## config.mk

```make
export PLATFORM = sky130hd
export DESIGN_NAME = alu_decode_stage
export DESIGN_NICKNAME = d
export VERILOG_FILES = /design/src/rtl/alu_pkg.sv /design/src/rtl/alu_op_decoder.sv /design/src/rtl/alu_decode_stage.sv
export SDC_FILE = /design/constraint.sdc
export NUM_CORES = 1
export LEC_CHECK = 0
export ABC_AREA = 1
export CORE_MARGIN = 4
export CORE_UTILIZATION = 45
export CTS_BUF_LIST = sky130_fd_sc_hd__clkbuf_4
export DETAILED_ROUTE_END_ITERATION = 7
export HOLD_SLACK_MARGIN = 0.02
export PLACE_DENSITY_LB_ADDON = 0.12
export SKIP_LAST_GASP = 1
export SYNTH_ARGS = -nofsm -noshare
export SYNTH_HDL_FRONTEND = slang
export SYNTH_SLANG_ARGS = --single-unit
export TNS_END_PERCENT = 50
```

## constraint.sdc

```tcl
create_clock -name clk -period 2 [get_ports clk]
set_input_delay 0.4 -clock clk [delete_from_list [all_inputs] [get_ports clk]]
set_output_delay 0.4 -clock clk [all_outputs]
set_load 0.05 [all_outputs]
```

## src/rtl/alu_pkg.sv

```systemverilog
// Shared RV32I decode/ALU definitions: ALU op codes, comparator encodings,
// opcode constants and the decoded control-word type used by the decode stage and the ALU.
package alu_pkg;

    localparam logic [3:0] ALU_AND  = 4'b0000;
    localparam logic [3:0] ALU_OR   = 4'b0001;
    localparam logic [3:0] ALU_ADD  = 4'b0010;
    localparam logic [3:0] ALU_XOR  = 4'b0011;
    localparam logic [3:0] ALU_SLL  = 4'b0100;
    localparam logic [3:0] ALU_SLT  = 4'b0101;
    localparam logic [3:0] ALU_SUB  = 4'b0110;
    localparam logic [3:0] ALU_SLTU = 4'b0111;
    localparam logic [3:0] ALU_SRL  = 4'b1000;
    localparam logic [3:0] ALU_SRA  = 4'b1001;

    // equalComp = {equal_inequal, Comparatorenable}
    localparam logic [1:0] EQ_BR  = 2'b11;
    localparam logic [1:0] NE_BR  = 2'b01;
    localparam logic [1:0] NO_CMP = 2'b00;

    localparam logic [1:0] SRC_A_RS1  = 2'b00;
    localparam logic [1:0] SRC_A_PC   = 2'b01;
    localparam logic [1:0] SRC_A_ZERO = 2'b10;

    localparam logic [6:0] OPC_OP     = 7'b0110011;
    localparam logic [6:0] OPC_OP_IMM = 7'b0010011;
    localparam logic [6:0] OPC_LOAD   = 7'b0000011;
    localparam logic [6:0] OPC_STORE  = 7'b0100011;
    localparam logic [6:0] OPC_JALR   = 7'b1100111;
    localparam logic [6:0] OPC_AUIPC  = 7'b0010111;
    localparam logic [6:0] OPC_LUI    = 7'b0110111;
    localparam logic [6:0] OPC_JAL    = 7'b1101111;
    localparam logic [6:0] OPC_BRANCH = 7'b1100011;

    typedef struct packed {
        logic [3:0] alu_control;
        logic [1:0] equalComp;
        logic [1:0] alu_src_a;
        logic       alu_src_b;
        logic       is_branch;
        logic       illegal;
    } decode_t;

    // Register/immediate ALU op selected by funct3; alt picks SUB/SRA.
    function automatic logic [3:0] alu_op_from_f3(input logic [2:0] f3, input logic alt);
        logic [3:0] op;
        case (f3)
            3'b000:  op = alt ? ALU_SUB : ALU_ADD;
            3'b001:  op = ALU_SLL;
            3'b010:  op = ALU_SLT;
            3'b011:  op = ALU_SLTU;
            3'b100:  op = ALU_XOR;
            3'b101:  op = alt ? ALU_SRA : ALU_SRL;
            3'b110:  op = ALU_OR;
            default: op = ALU_AND;
        endcase
        return op;
    endfunction

endpackage

```

## src/rtl/alu_op_decoder.sv

```systemverilog
// Purely combinational RV32I instruction -> ALU control word decoder.
module alu_op_decoder
    import alu_pkg::*;
(
    input  logic [31:0] instr,
    output decode_t     dec
);

    logic [6:0] opcode;
    logic [2:0] f3;
    logic [6:0] f7;
    logic       legal;
    logic       unused_instr_bits;

    assign opcode = instr[6:0];
    assign f3     = instr[14:12];
    assign f7     = instr[31:25];
    assign unused_instr_bits = ^{instr[24:15], instr[11:7]};

    always_comb begin
        dec   = '0;
        legal = 1'b1;
        case (opcode)
            OPC_OP: begin
                if (f7 == 7'b0000000) begin
                    dec.alu_control = alu_op_from_f3(f3, 1'b0);
                end else if (f7 == 7'b0100000 && (f3 == 3'b000 || f3 == 3'b101)) begin
                    dec.alu_control = alu_op_from_f3(f3, 1'b1);
                end else begin
                    legal = 1'b0;
                end
            end
            OPC_OP_IMM: begin
                dec.alu_src_b = 1'b1;
                // Only the shift forms carry a funct7; the rest is immediate bits.
                case (f3)
                    3'b000: dec.alu_control = ALU_ADD;
                    3'b001: begin
                        if (f7 == 7'b0000000) dec.alu_control = ALU_SLL;
                        else                  legal = 1'b0;
                    end
                    3'b101: begin
                        if (f7 == 7'b0000000)      dec.alu_control = ALU_SRL;
                        else if (f7 == 7'b0100000) dec.alu_control = ALU_SRA;
                        else                       legal = 1'b0;
                    end
                    default: dec.alu_control = alu_op_from_f3(f3, 1'b0);
                endcase
            end
            OPC_LOAD, OPC_STORE, OPC_JALR: begin
                dec.alu_control = ALU_ADD;
                dec.alu_src_b   = 1'b1;
            end
            OPC_AUIPC, OPC_JAL: begin
                dec.alu_control = ALU_ADD;
                dec.alu_src_a   = SRC_A_PC;
                dec.alu_src_b   = 1'b1;
            end
            OPC_LUI: begin
                dec.alu_control = ALU_ADD;
                dec.alu_src_a   = SRC_A_ZERO;
                dec.alu_src_b   = 1'b1;
            end
            OPC_BRANCH: begin
                dec.is_branch = 1'b1;
                case (f3)
                    3'b000:  begin dec.alu_control = ALU_XOR;  dec.equalComp = EQ_BR; end
                    3'b001:  begin dec.alu_control = ALU_XOR;  dec.equalComp = NE_BR; end
                    3'b100:  begin dec.alu_control = ALU_SLT;  dec.equalComp = EQ_BR; end
                    3'b101:  begin dec.alu_control = ALU_SLT;  dec.equalComp = NE_BR; end
                    3'b110:  begin dec.alu_control = ALU_SLTU; dec.equalComp = EQ_BR; end
                    3'b111:  begin dec.alu_control = ALU_SLTU; dec.equalComp = NE_BR; end
                    default: legal = 1'b0;
                endcase
            end
            default: legal = 1'b0;
        endcase

        if (!legal) begin
            dec         = '0;
            dec.illegal = 1'b1;
        end
    end

endmodule

```

## src/rtl/alu_decode_stage.sv

```systemverilog
// RV32I decode-to-execute stage: decoder followed by a 2-entry skid buffer with
// valid/ready on both sides and flush. Optional counters under ALU_DECODE_STATS_EN.
module alu_decode_stage
    import alu_pkg::*;
#(
    parameter int XLEN  = 32,
    parameter int TAG_W = 5
) (
    input  logic             clk,
    input  logic             reset,
    input  logic             flush,
    input  logic             in_valid,
    output logic             in_ready,
    input  logic [31:0]      in_instr,
    input  logic [XLEN-1:0]  in_pc,
    input  logic [TAG_W-1:0] in_tag,
    output logic             out_valid,
    input  logic             out_ready,
    output logic [3:0]       alu_control,
    output logic [1:0]       equalComp,
    output logic [1:0]       alu_src_a,
    output logic             alu_src_b,
    output logic             is_branch,
    output logic             illegal,
    output logic [XLEN-1:0]  out_pc,
    output logic [TAG_W-1:0] out_tag
`ifdef ALU_DECODE_STATS_EN
    ,
    output logic [31:0]      stat_issued,
    output logic [31:0]      stat_stall
`endif
);

    typedef enum logic [1:0] {EMPTY, ONE, FULL} state_e;

    state_e state, state_next;

    decode_t            dec_p0;
    decode_t            head_dec_p1, spare_dec_p1;
    logic [XLEN-1:0]    head_pc_p1, spare_pc_p1;
    logic [TAG_W-1:0]   head_tag_p1, spare_tag_p1;
    logic               push, pop;

    alu_op_decoder u_dec (
        .instr (in_instr),
        .dec   (dec_p0)
    );

    assign in_ready  = (state != FULL);
    assign out_valid = (state != EMPTY);
    // Flush cancels both handshakes of its cycle.
    assign push = in_valid & in_ready & ~flush;
    assign pop  = out_valid & out_ready & ~flush;

    always_ff @(posedge clk) begin
        if (reset) state <= EMPTY;
        else       state <= state_next;
    end

    always_comb begin
        state_next = state;
        if (flush) begin
            state_next = EMPTY;
        end else begin
            case (state)
                EMPTY: if (push) state_next = ONE;
                ONE: begin
                    if (push && !pop)      state_next = FULL;
                    else if (pop && !push) state_next = EMPTY;
                end
                FULL: if (pop) state_next = ONE;
                default: state_next = EMPTY;
            endcase
        end
    end

    // decode -> buffer: head drives the outputs, spare absorbs one stall cycle
    always_ff @(posedge clk) begin
        if (reset) begin
            head_dec_p1  <= '0;
            head_pc_p1   <= '0;
            head_tag_p1  <= '0;
            spare_dec_p1 <= '0;
            spare_pc_p1  <= '0;
            spare_tag_p1 <= '0;
        end else begin
            case (state)
                EMPTY: begin
                    if (push) begin
                        head_dec_p1 <= dec_p0;
                        head_pc_p1  <= in_pc;
                        head_tag_p1 <= in_tag;
                    end
                end
                ONE: begin
                    if (push && pop) begin
                        head_dec_p1 <= dec_p0;
                        head_pc_p1  <= in_pc;
                        head_tag_p1 <= in_tag;
                    end else if (push) begin
                        spare_dec_p1 <= dec_p0;
                        spare_pc_p1  <= in_pc;
                        spare_tag_p1 <= in_tag;
                    end
                end
                FULL: begin
                    if (pop) begin
                        head_dec_p1 <= spare_dec_p1;
                        head_pc_p1  <= spare_pc_p1;
                        head_tag_p1 <= spare_tag_p1;
                    end
                end
                default: ;
            endcase
        end
    end

    assign alu_control = head_dec_p1.alu_control;
    assign equalComp   = head_dec_p1.equalComp;
    assign alu_src_a   = head_dec_p1.alu_src_a;
    assign alu_src_b   = head_dec_p1.alu_src_b;
    assign is_branch   = head_dec_p1.is_branch;
    assign illegal     = head_dec_p1.illegal;
    assign out_pc      = head_pc_p1;
    assign out_tag     = head_tag_p1;

`ifdef ALU_DECODE_STATS_EN
    // Counters ignore flush; they only clear on reset and wrap naturally.
    always_ff @(posedge clk) begin
        if (reset) begin
            stat_issued <= '0;
            stat_stall  <= '0;
        end else begin
            if (pop)                    stat_issued <= stat_issued + 32'd1;
            if (out_valid && !out_ready) stat_stall <= stat_stall + 32'd1;
        end
    end
`endif

endmodule

```

=== Word-level counts from Yosys, hierarchy flattened ===
Index checks and enable logic that the tools add are counted.

* Bits in registers: 98
* Input bits: 74
* Word-level logic and storage cells: 108

* Equality and inequality tests: 24
* Multiplexer cells: 41
* Bitwise gates (word level): 6
* Reductions and logical operators: 20

{| class="wikitable"
|+ Operators with widths
! cell !! count
|-
| two-way mux 32 bit || 3
|-
| one-hot mux 32 bit (3 select lines) || 1
|-
| one-hot mux 4 bit (7 select lines) || 2
|-
| two-way mux 11 bit || 4
|-
| one-hot mux 11 bit (3 select lines) || 1
|-
| one-hot mux 5 bit (6 select lines) || 1
|-
| == test 7 x 6 -> 1 bit (second input constant) || 4
|-
| == test 7 bit (second input constant) || 3
|-
| two-way mux 4 bit || 4
|-
| one-hot mux 4 bit (4 select lines) || 1
|-
| two-way mux 5 bit || 3
|-
| one-hot mux 5 bit (3 select lines) || 1
|-
| == test 7 x 5 -> 1 bit (second input constant) || 2
|-
| == test 3 bit (second input constant) || 4
|-
| one-hot mux 3 bit (4 select lines) || 1
|-
| one-hot mux 4 bit (3 select lines) || 1
|-
| OR reduction 6 bit || 2
|-
| two-way mux 2 bit || 5
|-
| two-way mux 1 bit || 8
|-
| inequality test 2 bit (second input constant) || 4
|-
| == test 7 x 2 -> 1 bit (second input constant) || 1
|-
| zero test 7 bit || 1
|-
| OR reduction 7 bit || 1
|-
| == test 3 x 2 -> 1 bit (second input constant) || 2
|-
| 21 further kinds || 31
|}

=== Depth between registers and ports, before layout ===
Gate-level depths: netlist of the first run.

* Depth in word-level cells: 9
* Gate-level depth with buffers: 11
* Depth with buffers taken out: 11

=== Hierarchy ===
Synthesis of the first run repeated with hierarchy kept, for this count alone.

* Cell total of the unflattened synthesis: 742
* Area total of the unflattened synthesis: 4759.6 um^2

{| class="wikitable"
|+ Modules (own cells, without submodules)
! module !! times used !! cells an instance !! area an instance (um^2)
|-
| alu_decode_stage || 1 || 646 || 4309.1
|-
| alu_op_decoder || 1 || 96 || 450.4
|}

=== Least setup slack after synthesis of the first run ===
No wires, ideal clock.

* Kind: register to register
* Start point: register state[1]
* End point: register head_dec_p1, in the netlist illegal
* Data arrival time: 2009 ps
* Required time: 1891 ps
* Slack: -117 ps
* Cell stages (with the launch flop): 12
* Clock period less this slack: 2117 ps
* Cell sequence: dfxtp_1 -> inv_1 -> nor2_2 -> clkbuf_1 -> nor3_1 -> ha_1 -> a21oi_1 -> nor2_8 -> buf_6 -> o21a_1 -> nand2_1 -> inv_1

* Word-level cells in the longest chain between the ends: 6
* Elaborated cells between the ends (all ways): 16
* Classes of those cells: 6 x eq/ne; 1 x mux; 4 x bitwise; 5 x reduce/logical

{| class="wikitable"
|+ Ends and longest elaborated chain
! element !! RTL line !! source
|-
| start: declaration || alu_decode_stage.sv:36 || <nowiki>state_e state, state_next;</nowiki>
|-
| start signal: assignment || alu_decode_stage.sv:57 || <nowiki>else state <= state_next;</nowiki>
|-
| inequality test 2 bit or nonzero test 2 bit (tied branches) || alu_decode_stage.sv:49, alu_decode_stage.sv:50 ||
|-
| AND 1 bit (on tied branches) (2 in a row) || alu_decode_stage.sv:52, alu_decode_stage.sv:53 ||
|-
| logical AND 1 bit || alu_decode_stage.sv:96 || <nowiki>if (push && pop) begin</nowiki>
|-
| inequality test 2 bit (no line) || n/a ||
|-
| AND reduction 4 bit (no line) || n/a ||
|-
| end signal: assignment || alu_decode_stage.sv:90 || <nowiki>head_dec_p1 <= dec_p0;</nowiki>
|-
| end signal: assignment || alu_decode_stage.sv:97 || <nowiki>head_dec_p1 <= dec_p0;</nowiki>
|-
| end signal: assignment || alu_decode_stage.sv:108 || <nowiki>head_dec_p1 <= spare_dec_p1;</nowiki>
|-
| end: declaration || alu_decode_stage.sv:39 || <nowiki>decode_t head_dec_p1, spare_dec_p1;</nowiki>
|}

Several ways; a longest one is shown, not always the timed one.
A chain may end at the register's enable or synchronous reset.

=== Worst setup path after layout of the first run ===
* Start point: register head_tag_p1[2], in the netlist out_tag[2]
* End point: output out_tag[2]

{| class="wikitable"
|+ RTL lines
! element !! RTL line !! source
|-
| start: declaration || alu_decode_stage.sv:41 || <nowiki>logic [TAG_W-1:0] head_tag_p1, spare_tag_p1;</nowiki>
|-
| start signal: assignment || alu_decode_stage.sv:92 || <nowiki>head_tag_p1 <= in_tag;</nowiki>
|-
| start signal: assignment || alu_decode_stage.sv:99 || <nowiki>head_tag_p1 <= in_tag;</nowiki>
|-
| start signal: assignment || alu_decode_stage.sv:110 || <nowiki>head_tag_p1 <= spare_tag_p1;</nowiki>
|-
| end: declaration || alu_decode_stage.sv:26 || <nowiki>output logic [TAG_W-1:0] out_tag</nowiki>
|}

No word-level cell between the ends.

==> flow_summary.yaml, run 1 <==
run_status:
  status: "finished, violations left"
  failed_checks: "setup timing"
place:
  dp_hpwl_mm: 7.89
  port_buffers: 108
  gp_congestion: 0.826
  place_area_um2: 5650
  place_ws_ps: -308
timing:
  setup_viol: 3
  tightest_slew_ps: 513
  min_period_ps: 2010
  fin_ws_ps: -13.8
  tns_ps: -22.6
  fin_skew_ps: 18.8
  clock.fmax_mhz: 497
  hold_violations: 0
  rsz0062_at_grt: "yes"
  period_share_pct: 101
  slew_violations: 0
  slew_headroom_pct: 65.7
grt:
  antenna_found_initial: 0
  globalRouteMet2Util_pct: 35.2
  grt_pass1_vias: 4080
  grtUsageMet3_pct: 4.98
  grt_util_met1_pct: 25.5
  grt_pass1_wl_mm: 19.0
  grt_max_degree: 42
  globalRouteTotalUtil_pct: 20.5
  busiest_layer: "met2"
  grt-ovfl-total: 0
setup_path:
  worst_setup_path_start_kind: "register"
  cp_max_fo: 2
  rrSetupSlack_ps: 80
  crit_type: "register to output pin"
  r2r-start: "state[1]"
  r2r_cells: 10
  crit_arrival_ps: 1610
  critical_path.slowest_cell: "clkdlybuf4s50_1"
  cp.depth: 1
  worst-path-buf-inv: 1
  end_kind: "output pin"
  r2r-end: "out_pc[25]"
  path_delay_family: "buffers and inverters"
  path_cells: "clkdlybuf4s50_1"
  required_ps: 1600
  critPathMaxStageDelay_ps: 820
floorplan:
  start_util_pct: 46.6
  dieArea_um2: 11300
  ioPinCount: 124
  core_area_um2: 9330
  fp-row-count: 35
  die_y_um: 106
  die_w_um: 106
clock_network:
  cts_tree: "yes"
  htree_levels: 3
  clk_pin_slew_ps: 150
  ctsHoldBuffers: 0
  ctsRootBufferMaster: "clkbuf_4"
  cts_buffers: 9
  insertion_delay_ps: 430
  clockBufferDepth: 2
  clock-sinks: 98
synth:
  ys_seq_area_share_pct: 45.1
  yosysWarnings: 0
  synth_ff_type: "dfxtp_1"
  async_flop_share_pct: 0
  synth_area_leaders: "dfxtp_1 45%, nand2_1 17%, a21oi_1 7.4%"
  synth.cell_area_um2: 4350
  ys_seq_elements: 98
  yosysUniqueCellTypes: 27
  syn_inst: 601
  yosysTopAreaCell: "dfxtp_1"
  syn-num-nets: 682
  avgSynthCellArea_um2: 7.23
  synth_top_area_share_pct: 45.1
  synth-edff-count: 0
layout:
  area_growth_pct: 38.8
  antenna_cells: 0
  multi_input_area_um2: 2070
  final_util_pct: 64.7
  fillers: 859
  regArea_um2: 1960
  final_nets: 806
  final_area_um2: 6030
  post_route_cells_drive_above_1_share_pct: 11.2
job:
  drv_cap: 0
worst_hold_path:
  hold_path.class: "primary input to register"
  hold_end: "spare_pc_p1[3]"
  min_from: "reset"
  min_path_cells: 2
power_and_ir_drop:
  power.internal_uw: 2920
  combPwrFrac_pct: 22.1
  p_sw_share_pct: 29.8
  seqPwrFrac_pct: 50.3
  power_leakage_uw: 0.00249
  ir_drop_v: 0.000364
  power.switching_uw: 1240
  power.density_nw_per_um2: 690
  clockPowerShare_pct: 27.6
route:
  wire_per_inst_um: 14.5
  initialDrtViolationCount: 213
  routed_via_density: 5.25
  wirelength_mm: 12.4
  vias: 4503
  ant_nets: 0
  drc_errors: 0
  drt-pass1-iter-count: 5
-- kinds of logic after synthesis --
kind of cell | count (synthesis) | synth area share, %
buffers and inverters | 73 | 8.06
DFF | 98 | 45.1
and+or+nand+nor | 254 | 23.9
adders and majority gates | 7 | 2.01
AOI/OAI and AO/OA | 169 | 20.9
-- layout make-up --
cell class              count  share of cell area, %
clock buffers              10                   1.24
clock inverters             5                   1.33
inverters                  34                   2.22
multi-input cells         431                   34.4
flip-flops and latches     98                   32.6
well taps                 129                   2.68
repair buffers            151                   25.6
-- power by group through the flow --
stage | sequential [uW] | clock (uW) | combinational, uW
5_1_grt | 2110 | 1260 | 977
2_1_floorplan | 2400 | 0 | 256
3_5_place_dp | 2140 | 0 | 889
6_report | 2090 | 1150 | 919
3_3_place_gp | 2130 | 0 | 877
4_1_cts | 2090 | 1170 | 867
-- registers in the layout (all words and copies together) (netlist names) --
name,flops
is_branch,1
spare_tag_p1,5
spare_dec_p1,11
state,2
spare_pc_p1,32
alu_src_a,2
out_pc,32
alu_control,4
out_tag,5
alu_src_b,1
illegal,1
equalComp,2
-- placed cells by master (no fill, tap or decap), types with 2 or more instances in the layout --
| cell type | Yosys | routed |
|---|---|---|
| ha_1 | 7 | 6 |
| clkinvlp_4 | 0 | 2 |
| nor2_4 | 0 | 2 |
| a31oi_1 | 38 | 38 |
| nand2_2 | 1 | 2 |
| nand3_1 | 17 | 17 |
| dlygate4sd2_1 | 0 | 22 |
| buf_12 | 0 | 4 |
| inv_2 | 3 | 3 |
| o21bai_1 | 2 | 2 |
| dfxtp_1 | 98 | 96 |
| bufinv_16 | 0 | 2 |
| inv_1 | 31 | 29 |
| a21oi_1 | 64 | 63 |
| clkbuf_4 | 0 | 10 |
| nor2_2 | 3 | 2 |
| nand4_1 | 3 | 3 |
| dfxtp_2 | 0 | 2 |
| o21ai_0 | 41 | 41 |
| bufbuf_16 | 0 | 2 |
| buf_4 | 0 | 34 |
| nor2_1 | 31 | 31 |
| nand2_1 | 192 | 191 |
| a211oi_1 | 3 | 3 |
| clkbuf_16 | 0 | 4 |
| clkdlybuf4s50_1 | 0 | 80 |
| o21a_1 | 2 | 2 |
| o21ai_1 | 19 | 19 |
| buf_6 | 9 | 3 |
-- layer usage --
| layer | share of wire, % | routed length [um] | vias to the layer above |
|---|---|---|---|
| met5 | 0 | 0 | - |
| met4 | 1.3 | 162 | 0 |
| met3 | 7.3 | 905 | 18 |
| met2 | 49 | 6070 | 158 |
| met1 | 43 | 5300 | 2083 |
| li1 | - | - | 2244 |
-- repair_timing --
item	4_1_cts	5_1_grt
gates cloned	2	5
setup endpoints to repair	47	119
pin swaps	1	1
setup buffers	1	4
gates resized for setup	22	12
-- synthesized netlist by cell type (all sizes together), types with 3 or more instances --
cell    count
a21oi      64
nand4       3
a211oi      3
nand3      17
buf        17
ha          7
nor2       35
o21ai      60
nor3        3
a31oi      38
clkbuf     22
dfxtp      98
inv        34
nand2     194
-- worst max path at each step --
stage                            to       start  slack [ps]
finish                   out_tag[2]  out_tag[2]         -10
detailed placement  spare_pc_p1[16]       flush        -310
floorplan                   illegal    state[1]          90
global placement    spare_dec_p1[6]       flush        -240
CTS                        in_ready    state[1]         -60
global route             out_tag[2]  out_tag[2]         -80
-- through the flow --
| stage | hold slack (ps) | cells | total power (uW) |
|---|---|---|---|
| after floorplan | 424 | 601 | 2660 |
| after CTS | 208 | 849 | 4130 |
| after global routing | 195 | 858 | 4340 |
| after detailed placement | 438 | 831 | 3020 |
| after global placement | 431 | 831 | 3010 |
| final | 223 | 858 | 4160 |
Power figures use the tool's default switching activity.
==> run 2: changes to the inputs <==
==> constraint.sdc (replaced) <==
create_clock -name clk -period 2 [get_ports clk]
set_input_delay 0.4 -clock clk [delete_from_list [all_inputs] [get_ports clk]]
set_output_delay 0.4 -clock clk [all_outputs]
set_load 0.02 [all_outputs]
==> run 2 against run 1 <==
  * Combinational power is 24% lower
  * Count of clock-buffer cells in the layout is 1 lower
  * First-iteration DRC count shrank 19%
  * The flow now finishes without violations
  * Register-to-register slack gained 60 ps
  * Die area did not move
  * Largest power group unchanged
  * Sequential share of layout area rose by 1.2 points
  * Wire length decreased by 10%
  * Fmax grew 8.3%
  * Hold slack better by 25 ps
  * Critical path type is now register to register
  * Via count down 6.0%
  * Critical endpoint is now out_pc[17]
  * Sequential cell count did not move
==> flow_summary.yaml, run 2 (synthesis results as in run 1) <==
run_status:
  status: "complete, no violations"
layout:
  final_common_cell: "nand2_1"
  area_growth_pct: 34.0
  multi_input_area_um2: 2050
  fillers: 894
  regArea_um2: 1960
  mostFrequentLayoutCells: "191 x nand2_1, 105 x clkdlybuf4s50_1, 96 x dfxtp_1, 63 x a21oi_1, 41 x o21ai_0"
  antenna_cells: 0
  final_nets: 793
  final_area_um2: 5820
  post_route_cells_drive_above_1_share_pct: 8.80
floorplan:
  die_y_um: 106
  start_util_pct: 46.6
  core_area_um2: 9330
  ioPinCount: 124
  dieArea_um2: 11300
  die_w_um: 106
  fp-row-count: 35
power_and_ir_drop:
  power.internal_uw: 3030
  report.power.total_uw: 4090
  seqPwrFrac_pct: 51.2
  power.switching_uw: 1060
  clockPowerShare_pct: 31.7
  ir_drop_v: 0.000467
  power.density_nw_per_um2: 702
  combPwrFrac_pct: 17.1
  p_sw_share_pct: 25.9
  power_leakage_uw: 0.00230
route:
  wl_met3_um: 611
  initialDrtViolationCount: 173
  drt-pass1-iter-count: 5
  wl_met2_mm: 5.54
  wirelength_mm: 11.2
  routed_via_density: 5.01
  wire_per_inst_um: 13.2
  vias: 4232
  ant_nets: 0
  met1_length_mm: 4.89
  highest_layer: "met4"
  drc_errors: 0
clock_network:
  htree_levels: 3
  clk_pin_slew_ps: 150
  clockBufferDepth: 2
  insertion_delay_ps: 450
  ctsRootBufferMaster: "clkbuf_4"
  cts_tree: "yes"
  clock-sinks: 98
  cts_buffers: 9
setup_path:
  required_ps: 2370
  worst-path-buf-inv: 2
  crit_type: "register to register"
  path_delay_family: "simple AND/OR/NAND/NOR gates"
  cp_max_fo: 35
  critical_path.slowest_cell: "dfxtp_2"
  end_kind: "register"
  path_cells: "inv_1 > nor2_4 > nor3_1 > ha_1 > a21oi_2 > nor2_8 > buf_12 > o21ai_0 > a31oi_1"
  crit_arrival_ps: 2230
  critPathMaxStageDelay_ps: 370
  worst_setup_path_start_kind: "register"
timing:
  tightest_slew_ps: 554
  tns_ps: 0
  rsz0062_at_grt: "yes"
  min_period_ps: 1860
  clock.fmax_mhz: 538
  hold_violations: 0
  slew_headroom_pct: 63.0
  fin_skew_ps: 14.9
  holdWs_ps: 248
  setup_viol: 0
  period_share_pct: 93.0
  slew_violations: 0
job:
  drv_cap: 0
grt:
  globalRouteTotalUtil_pct: 19.8
  grt_max_degree: 49
  grt-ovfl-total: 0
  grt_pass1_wl_mm: 18.4
  antenna_found_initial: 0
  grt_pass1_vias: 3988
place:
  gp_congestion: 0.854
  port_buffers: 108
  dp_hpwl_mm: 7.71
  place_area_um2: 5640
worst_hold_path:
  hold_path.class: "primary input to register"
run 2: final timing paths:
check                       from              to  slack (ps)  depth (start not counted)
hold reg to reg   spare_pc_p1[0]  spare_pc_p1[0]         460                          2
setup reg to reg        state[1]      out_pc[17]         140                          9
hold / removal             reset  spare_pc_p1[4]         250                          2
setup / recovery        state[1]      out_pc[17]         140                          9
run 2: stage by stage:
| stage | setup WS [ps] | std cells | utilization [%] |
|---|---|---|---|
| 2_1_floorplan | 94.3 | 601 | - |
| 3_3_place_gp | -207 | 830 | 60.5 |
| 3_5_place_dp | -278 | 830 | 60.5 |
| 4_1_cts | -23.9 | 845 | 62.5 |
| 5_1_grt | -20.2 | 845 | 62.4 |
| 6_report | 140 | 845 | 62.4 |
run 2: layout make-up:
cell class / instances / area share [%]
Sequential cell: 98 / 33.7
Clock inverter: 6 / 1.93
Tap cell: 129 / 2.77
Inverter: 34 / 2.19
Multi-Input combinational cell: 430 / 35.1
Clock buffer: 9 / 1.16
Timing Repair Buffer: 139 / 23.1
run 2: timing repair:
action,CTS,global route
endpoints found under the hold margin,0,0
buffers inserted,0,0
resized for setup,3,3
setup endpoints to repair,2,4
hold buffers,0,0
run 2: power by group through the flow:
| stage | Combinational, uW | Sequential (uW) | Clock (uW) |
|---|---|---|---|
| floorplan | 255 | 2220 | 0 |
| global placement | 695 | 2130 | 0 |
| detailed placement | 705 | 2130 | 0 |
| CTS | 709 | 2090 | 1320 |
| global route | 760 | 2110 | 1410 |
| finish | 701 | 2090 | 1290 |
run 2: per-layer routing:
layer,GRT usage (%),vias up
met3,4.80,10
li1,-,2205
met4,5.55,0
met2,34.6,96
met1,24.2,1921
met5,0,-
